[src/rtl/fifo_pkg.sv]
// fifo_pkg: shared defaults and FIFO bus ordering for the fifo_flags buffers
package fifo_pkg;
    localparam int FIFO_DATA_WIDTH = 6;
    localparam int FIFO_ADDR_WIDTH = 3;
    localparam int FIFO_DEPTH      = 2**FIFO_ADDR_WIDTH;
    // Bit positions of each buffer in FIFO_empties[4:0] / FIFO_errors[4:0]
    typedef enum logic [2:0] {
        MAIN = 3'd0,
        VC0  = 3'd1,
        VC1  = 3'd2,
        D0   = 3'd3,
        D1   = 3'd4
    } fifo_idx_e;
endpackage

[src/rtl/fifo_flags_mem_dp.sv]
// mem_dp: DW x 2**AW register array, sync write on we, registered read on re
// Ports: clk, rst_n (clears only the read register), we/waddr/wdata write port,
//        re/raddr read port, rdata registered read data (holds when re=0).
module mem_dp
    import fifo_pkg::*;
#(
    parameter int DW = FIFO_DATA_WIDTH,
    parameter int AW = FIFO_ADDR_WIDTH
) (
    input  logic          clk,
    input  logic          rst_n,
    input  logic          we,
    input  logic [AW-1:0] waddr,
    input  logic [DW-1:0] wdata,
    input  logic          re,
    input  logic [AW-1:0] raddr,
    output logic [DW-1:0] rdata
);
    logic [DW-1:0] r_mem [2**AW];
    logic [DW-1:0] r_rdata;
    always_ff @(posedge clk)
        if (we) r_mem[waddr] <= wdata;
    always_ff @(posedge clk or negedge rst_n)
        if (!rst_n) r_rdata <= '0;
        else if (re) r_rdata <= r_mem[raddr];
    assign rdata = r_rdata;
endmodule

[src/rtl/fifo_flags.sv]
// fifo_flags: synchronous FIFO with programmable almost-full/almost-empty flags and error
// Ports: clk, reset_L (async active-low), push/pop requests, data_in write data,
//        umbral_alto/umbral_bajo thresholds, data_out/valid_out registered read,
//        full/empty/almost_full/almost_empty flags, fifo_error, count occupancy.
// Build option FIFO_ERR_STICKY_EN: fifo_error latches until reset instead of pulsing.
module fifo_flags
    import fifo_pkg::*;
#(
    parameter int DATA_WIDTH = FIFO_DATA_WIDTH,
    parameter int ADDR_WIDTH = FIFO_ADDR_WIDTH
) (
    input  logic                  clk,
    input  logic                  reset_L,
    input  logic                  push,
    input  logic                  pop,
    input  logic [DATA_WIDTH-1:0] data_in,
    input  logic [ADDR_WIDTH-1:0] umbral_alto,
    input  logic [ADDR_WIDTH-1:0] umbral_bajo,
    output logic [DATA_WIDTH-1:0] data_out,
    output logic                  valid_out,
    output logic                  full,
    output logic                  empty,
    output logic                  almost_full,
    output logic                  almost_empty,
    output logic                  fifo_error,
    output logic [ADDR_WIDTH:0]   count
);
    localparam logic [ADDR_WIDTH:0]   CNT_FULL = (ADDR_WIDTH+1)'(2**ADDR_WIDTH);
    localparam logic [ADDR_WIDTH:0]   CNT_ONE  = (ADDR_WIDTH+1)'(1);
    localparam logic [ADDR_WIDTH-1:0] PTR_ONE  = ADDR_WIDTH'(1);
    logic [ADDR_WIDTH-1:0] r_wr_ptr, r_rd_ptr;
    logic [ADDR_WIDTH:0]   r_count, w_count_nxt;
    logic                  r_valid, r_err;
    logic                  w_full, w_empty, w_push_ok, w_pop_ok, w_err_evt;
    assign w_full    = r_count == CNT_FULL;
    assign w_empty   = r_count == '0;
    // A pop frees a slot on the same edge, so push at full is accepted alongside it
    assign w_push_ok = push && (!w_full || pop);
    assign w_pop_ok  = pop && !w_empty;
    assign w_err_evt = (push && w_full && !pop) || (pop && w_empty);
    always_comb
        w_count_nxt = (w_push_ok && !w_pop_ok) ? r_count + CNT_ONE :
                      (w_pop_ok && !w_push_ok) ? r_count - CNT_ONE : r_count;
    always_ff @(posedge clk or negedge reset_L)
        if (!reset_L) begin
            r_wr_ptr <= '0;
            r_rd_ptr <= '0;
            r_count  <= '0;
            r_valid  <= 1'b0;
            r_err    <= 1'b0;
        end else begin
            r_wr_ptr <= w_push_ok ? r_wr_ptr + PTR_ONE : r_wr_ptr;
            r_rd_ptr <= w_pop_ok ? r_rd_ptr + PTR_ONE : r_rd_ptr;
            r_count  <= w_count_nxt;
            r_valid  <= w_pop_ok;
`ifdef FIFO_ERR_STICKY_EN
            r_err    <= r_err | w_err_evt;
`else
            r_err    <= w_err_evt;
`endif
        end
    mem_dp #(.DW(DATA_WIDTH), .AW(ADDR_WIDTH)) u_mem (
        .clk   (clk),
        .rst_n (reset_L),
        .we    (w_push_ok),
        .waddr (r_wr_ptr),
        .wdata (data_in),
        .re    (w_pop_ok),
        .raddr (r_rd_ptr),
        .rdata (data_out)
    );
    assign valid_out    = r_valid;
    assign fifo_error   = r_err;
    assign count        = r_count;
    assign full         = w_full;
    assign empty        = w_empty;
    assign almost_full  = r_count >= {1'b0, umbral_alto};
    assign almost_empty = r_count <= {1'b0, umbral_bajo};
endmodule

[config.mk]
export PLATFORM = sky130hd
export DESIGN_NAME = fifo_flags
export DESIGN_NICKNAME = d
export VERILOG_FILES = /design/src/rtl/fifo_pkg.sv /design/src/rtl/fifo_flags_mem_dp.sv /design/src/rtl/fifo_flags.sv
export SDC_FILE = /design/constraint.sdc
export NUM_CORES = 1
export LEC_CHECK = 0
export BUFFER_PORTS_ARGS = -buffer_cell sky130_fd_sc_hd__buf_4
export CORE_MARGIN = 2
export CORE_UTILIZATION = 31
export CTS_BUF_LIST = sky130_fd_sc_hd__clkbuf_8 sky130_fd_sc_hd__clkbuf_16
export DETAILED_ROUTE_END_ITERATION = 8
export SLEW_MARGIN = 25
export SYNTH_ARGS = -nofsm -noshare
export SYNTH_HDL_FRONTEND = slang
export SYNTH_SLANG_ARGS = --single-unit
export TNS_END_PERCENT = 5
[constraint.sdc]
create_clock -name clk -period 2.67 [get_ports clk]
set_clock_uncertainty 0.1 [all_clocks]
set_input_delay 0.534 -clock clk [delete_from_list [all_inputs] [get_ports clk]]
set_output_delay 0.534 -clock clk [all_outputs]
set_load 0.05 [all_outputs]
==> impl_metrics.tcl <==
set metrics [dict create \
    initial_utilization_pct 31.6 \
    track_usage_pct 12.1 \
    ys.flop_type "edfxtp_1" \
    synth-simple-area-share_pct 7.38 \
    synth_top_family_by_area "multiplexers" \
    fin_crit_sh_pct 96.2 \
    syn-num-nets 226 \
    diodes 0 \
    yosysUniqueCellTypes 30 \
    globalplace.congestion 0.769 \
    worst_setup_path_start_kind "flip-flop" \
    arrival_ns 1.94 \
    clockBufferDepth 2 \
    root_buffer "clkbuf_8" \
    grt-ovfl-total 0 \
    slew_headroom_pct 33.1 \
    p_int_mw 2.61 \
    post_synth_inst_count 198 \
    synth_compound_area_share_pct 7.43 \
    ant_nets 0 \
    finalHoldWorstSlack_ns 0.327 \
    utilization_pct 39.3 \
    crit_path_end_kind "primary output" \
    cts_tree "done" \
    ys_warn_count 0 \
    crit_fanout 6 \
    drive_gt1_share_pct 33.7 \
    power.density_nw_per_um2 1190 \
    path_cells "buf_4 > inv_2 > ha_1 > nand2b_1 > a21o_1 > a211o_1 > buf_6" \
    h-tree-depth 3 \
    rsz0062_at_grt "yes" \
    grt_antenna_before_repair 0 \
    die_w_um 100 \
    port_buffers 31 \
    die-area_um2 10100 \
    drtIter0Drc 62 \
    critPathKind "reg2out" \
    synth_edf_count 48 \
    outcome "complete, no violations" \
    ys_seq_area_share_pct 65.7 \
    worst_pin_slew_ns 0.996 \
    swShare_pct 38.6 \
    post_drt_wl_per_cell_um 15.5 \
    setup_ws_ns 0.101 \
    grt_pass1_wl_um 9120 \
    pin_count 32 \
    final_common_cell "edfxtp_1" \
    drtPass1Iterations 4 \
    cp_slowest_stage_delay_ns 0.40 \
    cts_buffers 9 \
    post_cts_buffers 0 \
    final_nets 272 \
    clk_pin_slew_ns 0.07 \
    r2r_setup_slack_ns 0.13 \
    area.growth.synth_to_final_pct 24.2 \
    vias_per_cell 4.78 \
    fillers 845 \
    stdcell_area_um2 3580 \
    clockPowerShare_pct 20.8 \
    hp-class "in2reg" \
    core_area_um2 9110 \
    synth-async-reset-ratio_pct 27.3 \
    max-vdd-ir-drop_uv 339 \
    layout_common_cells "edfxtp_1 (48), buf_4 (38), nand2_1 (19)" \
    num_rows 35 \
    route.detailed.drc 0 \
    grt_pass1_vias 1766 \
    leakagePower_nw 1.40 \
    fin_cells 360 \
    syn-cell-area_um2 2880 \
    synthAdderAreaFrac_pct 5.47 \
    clock_sinks 66 \
    max_freq_ghz 0.389 \
    combPwrFrac_pct 44.3 \
    setup_viol 0 \
    grt_max_degree 27 \
    wl_um 5580 \
    synth-xor-area-share_pct 1.82 \
    drv_slew 0 \
    ys_seq_elements 66 \
    die_y_um 100 \
    period_minus_slack_ns 2.57 \
    synth_mux_area_share_pct 9.60 \
    syn-mean-instance-area_um2 14.5 \
    drv_cap 0 \
    pwr-share-seq_pct 35.0 \
    via_count 1720 \
    crit_required_ns 2.04 \
    cp_slowest_cell "dfrtp_2" \
    placed_area_um2 3340 \
    clock_latency_ns 0.34 \
    finalHoldViolCount 0 \
    place_inst 343 \
    place_ws_ns 0.136 \
    p_switching_mw 1.64 \
    hpwl_um 3920 \
]
Yosys cell counts, types with 2 or more instances:
cell type / number / area [µm²]
a21o_1: 2 / 15.0
a21oi_1: 3 / 15.0
a221o_1: 6 / 60.1
buf_4: 2 / 15.0
buf_6: 2 / 22.5
dfrtp_1: 18 / 450
edfxtp_1: 48 / 1440
ha_1: 11 / 138
inv_1: 8 / 30.0
mux2_2: 13 / 146
mux2i_1: 13 / 130
nand2_1: 19 / 71.3
nand2b_1: 6 / 37.5
nor2_1: 5 / 18.8
nor2b_1: 2 / 12.5
nor3_1: 7 / 35.0
nor4_1: 2 / 12.5
o21ai_0: 9 / 45.0
o22ai_1: 6 / 37.5
xnor2_1: 6 / 52.6
power by group through the flow:
stage	Combinational [mW]	Sequential, mW	Clock [mW]
finish	1.88	1.49	0.883
global route	2.05	1.52	0.945
CTS	1.90	1.49	0.904
detailed placement	1.89	1.51	0
global placement	1.86	1.50	0
floorplan	1.04	1.83	0
worst paths after layout:
kind,startpoint,cells after the start,endpoint
max reg2reg,count[1]$_DFFE_PN0P_,10,count[3]$_DFFE_PN0P_
max in group asynchronous,reset_L,2,count[1]$_DFFE_PN0P_
min,data_in[4],1,u_mem.r_mem[5][4]$_DFFE_PP_
max,count[0]$_DFFE_PN0P_,7,almost_full
min reg2reg,u_mem.rdata[3]$_DFFE_PN0P_,2,u_mem.rdata[3]$_DFFE_PN0P_
min in group asynchronous,reset_L,2,r_wr_ptr[2]$_DFFE_PN0P_
critical path: cells and delay by family, from the launching register on:
kind | cells | cell delay (ns)
flops | 1 | 0.40
buf+inv | 3 | 0.38
compound gates | 2 | 0.46
simple gates | 1 | 0.14
fa+ha+maj | 1 | 0.21
registers in the layout, summed over array words and instances (netlist names):
register and cells:
u_mem.r_mem 48, valid_out 1, u_mem.rdata 6, r_wr_ptr 3
fifo_error 1, r_rd_ptr 3, count 4
routing by layer:
layer / vias to the layer above / share of wire (%) / global-route usage [%]
li1: 839 / - / -
met1: 844 / 44 / 15.0
met2: 24 / 51 / 19.7
met3: 13 / 2.3 / 2.09
met4: 0 / 2.8 / 7.06
met5: - / 0 / 0
timing repair:
action,in CTS,in global routing
hold endpoints to repair,18,0
gates resized for setup,0,4
setup endpoints to repair,0,3
hold buffers,1,0
cell families (layout without fill, tap and decap cells):
group,Yosys count,count (layout)
DFF,66,66
xor gates and xnor gates,6,6
and+or+nand+nor,44,44
buffers and inverters,14,65
AOI/OAI and AO/OA,30,30
muxes,26,26
adders and majority gates,12,12
area by class of cell:
cell class / count / area (µm²) / area share, %
sequential: 66 / 1900 / 53.1
inverter: 9 / 38.8 / 1.08
timing repair buffer: 40 / 307 / 8.57
clock buffer: 9 / 124 / 3.46
multi-input combinational: 118 / 986 / 27.6
tap: 111 / 139 / 3.88
clock inverter: 7 / 85.1 / 2.38
stage by stage:
stage	total power [mW]	TNS, ns
3_3_place_gp	3.36	0
3_5_place_dp	3.40	0
6_report	4.25	0
2_1_floorplan	2.87	-0.525
4_1_cts	4.29	0
5_1_grt	4.52	-0.0251
No activity file was read; power rests on OpenSTA's default activity.
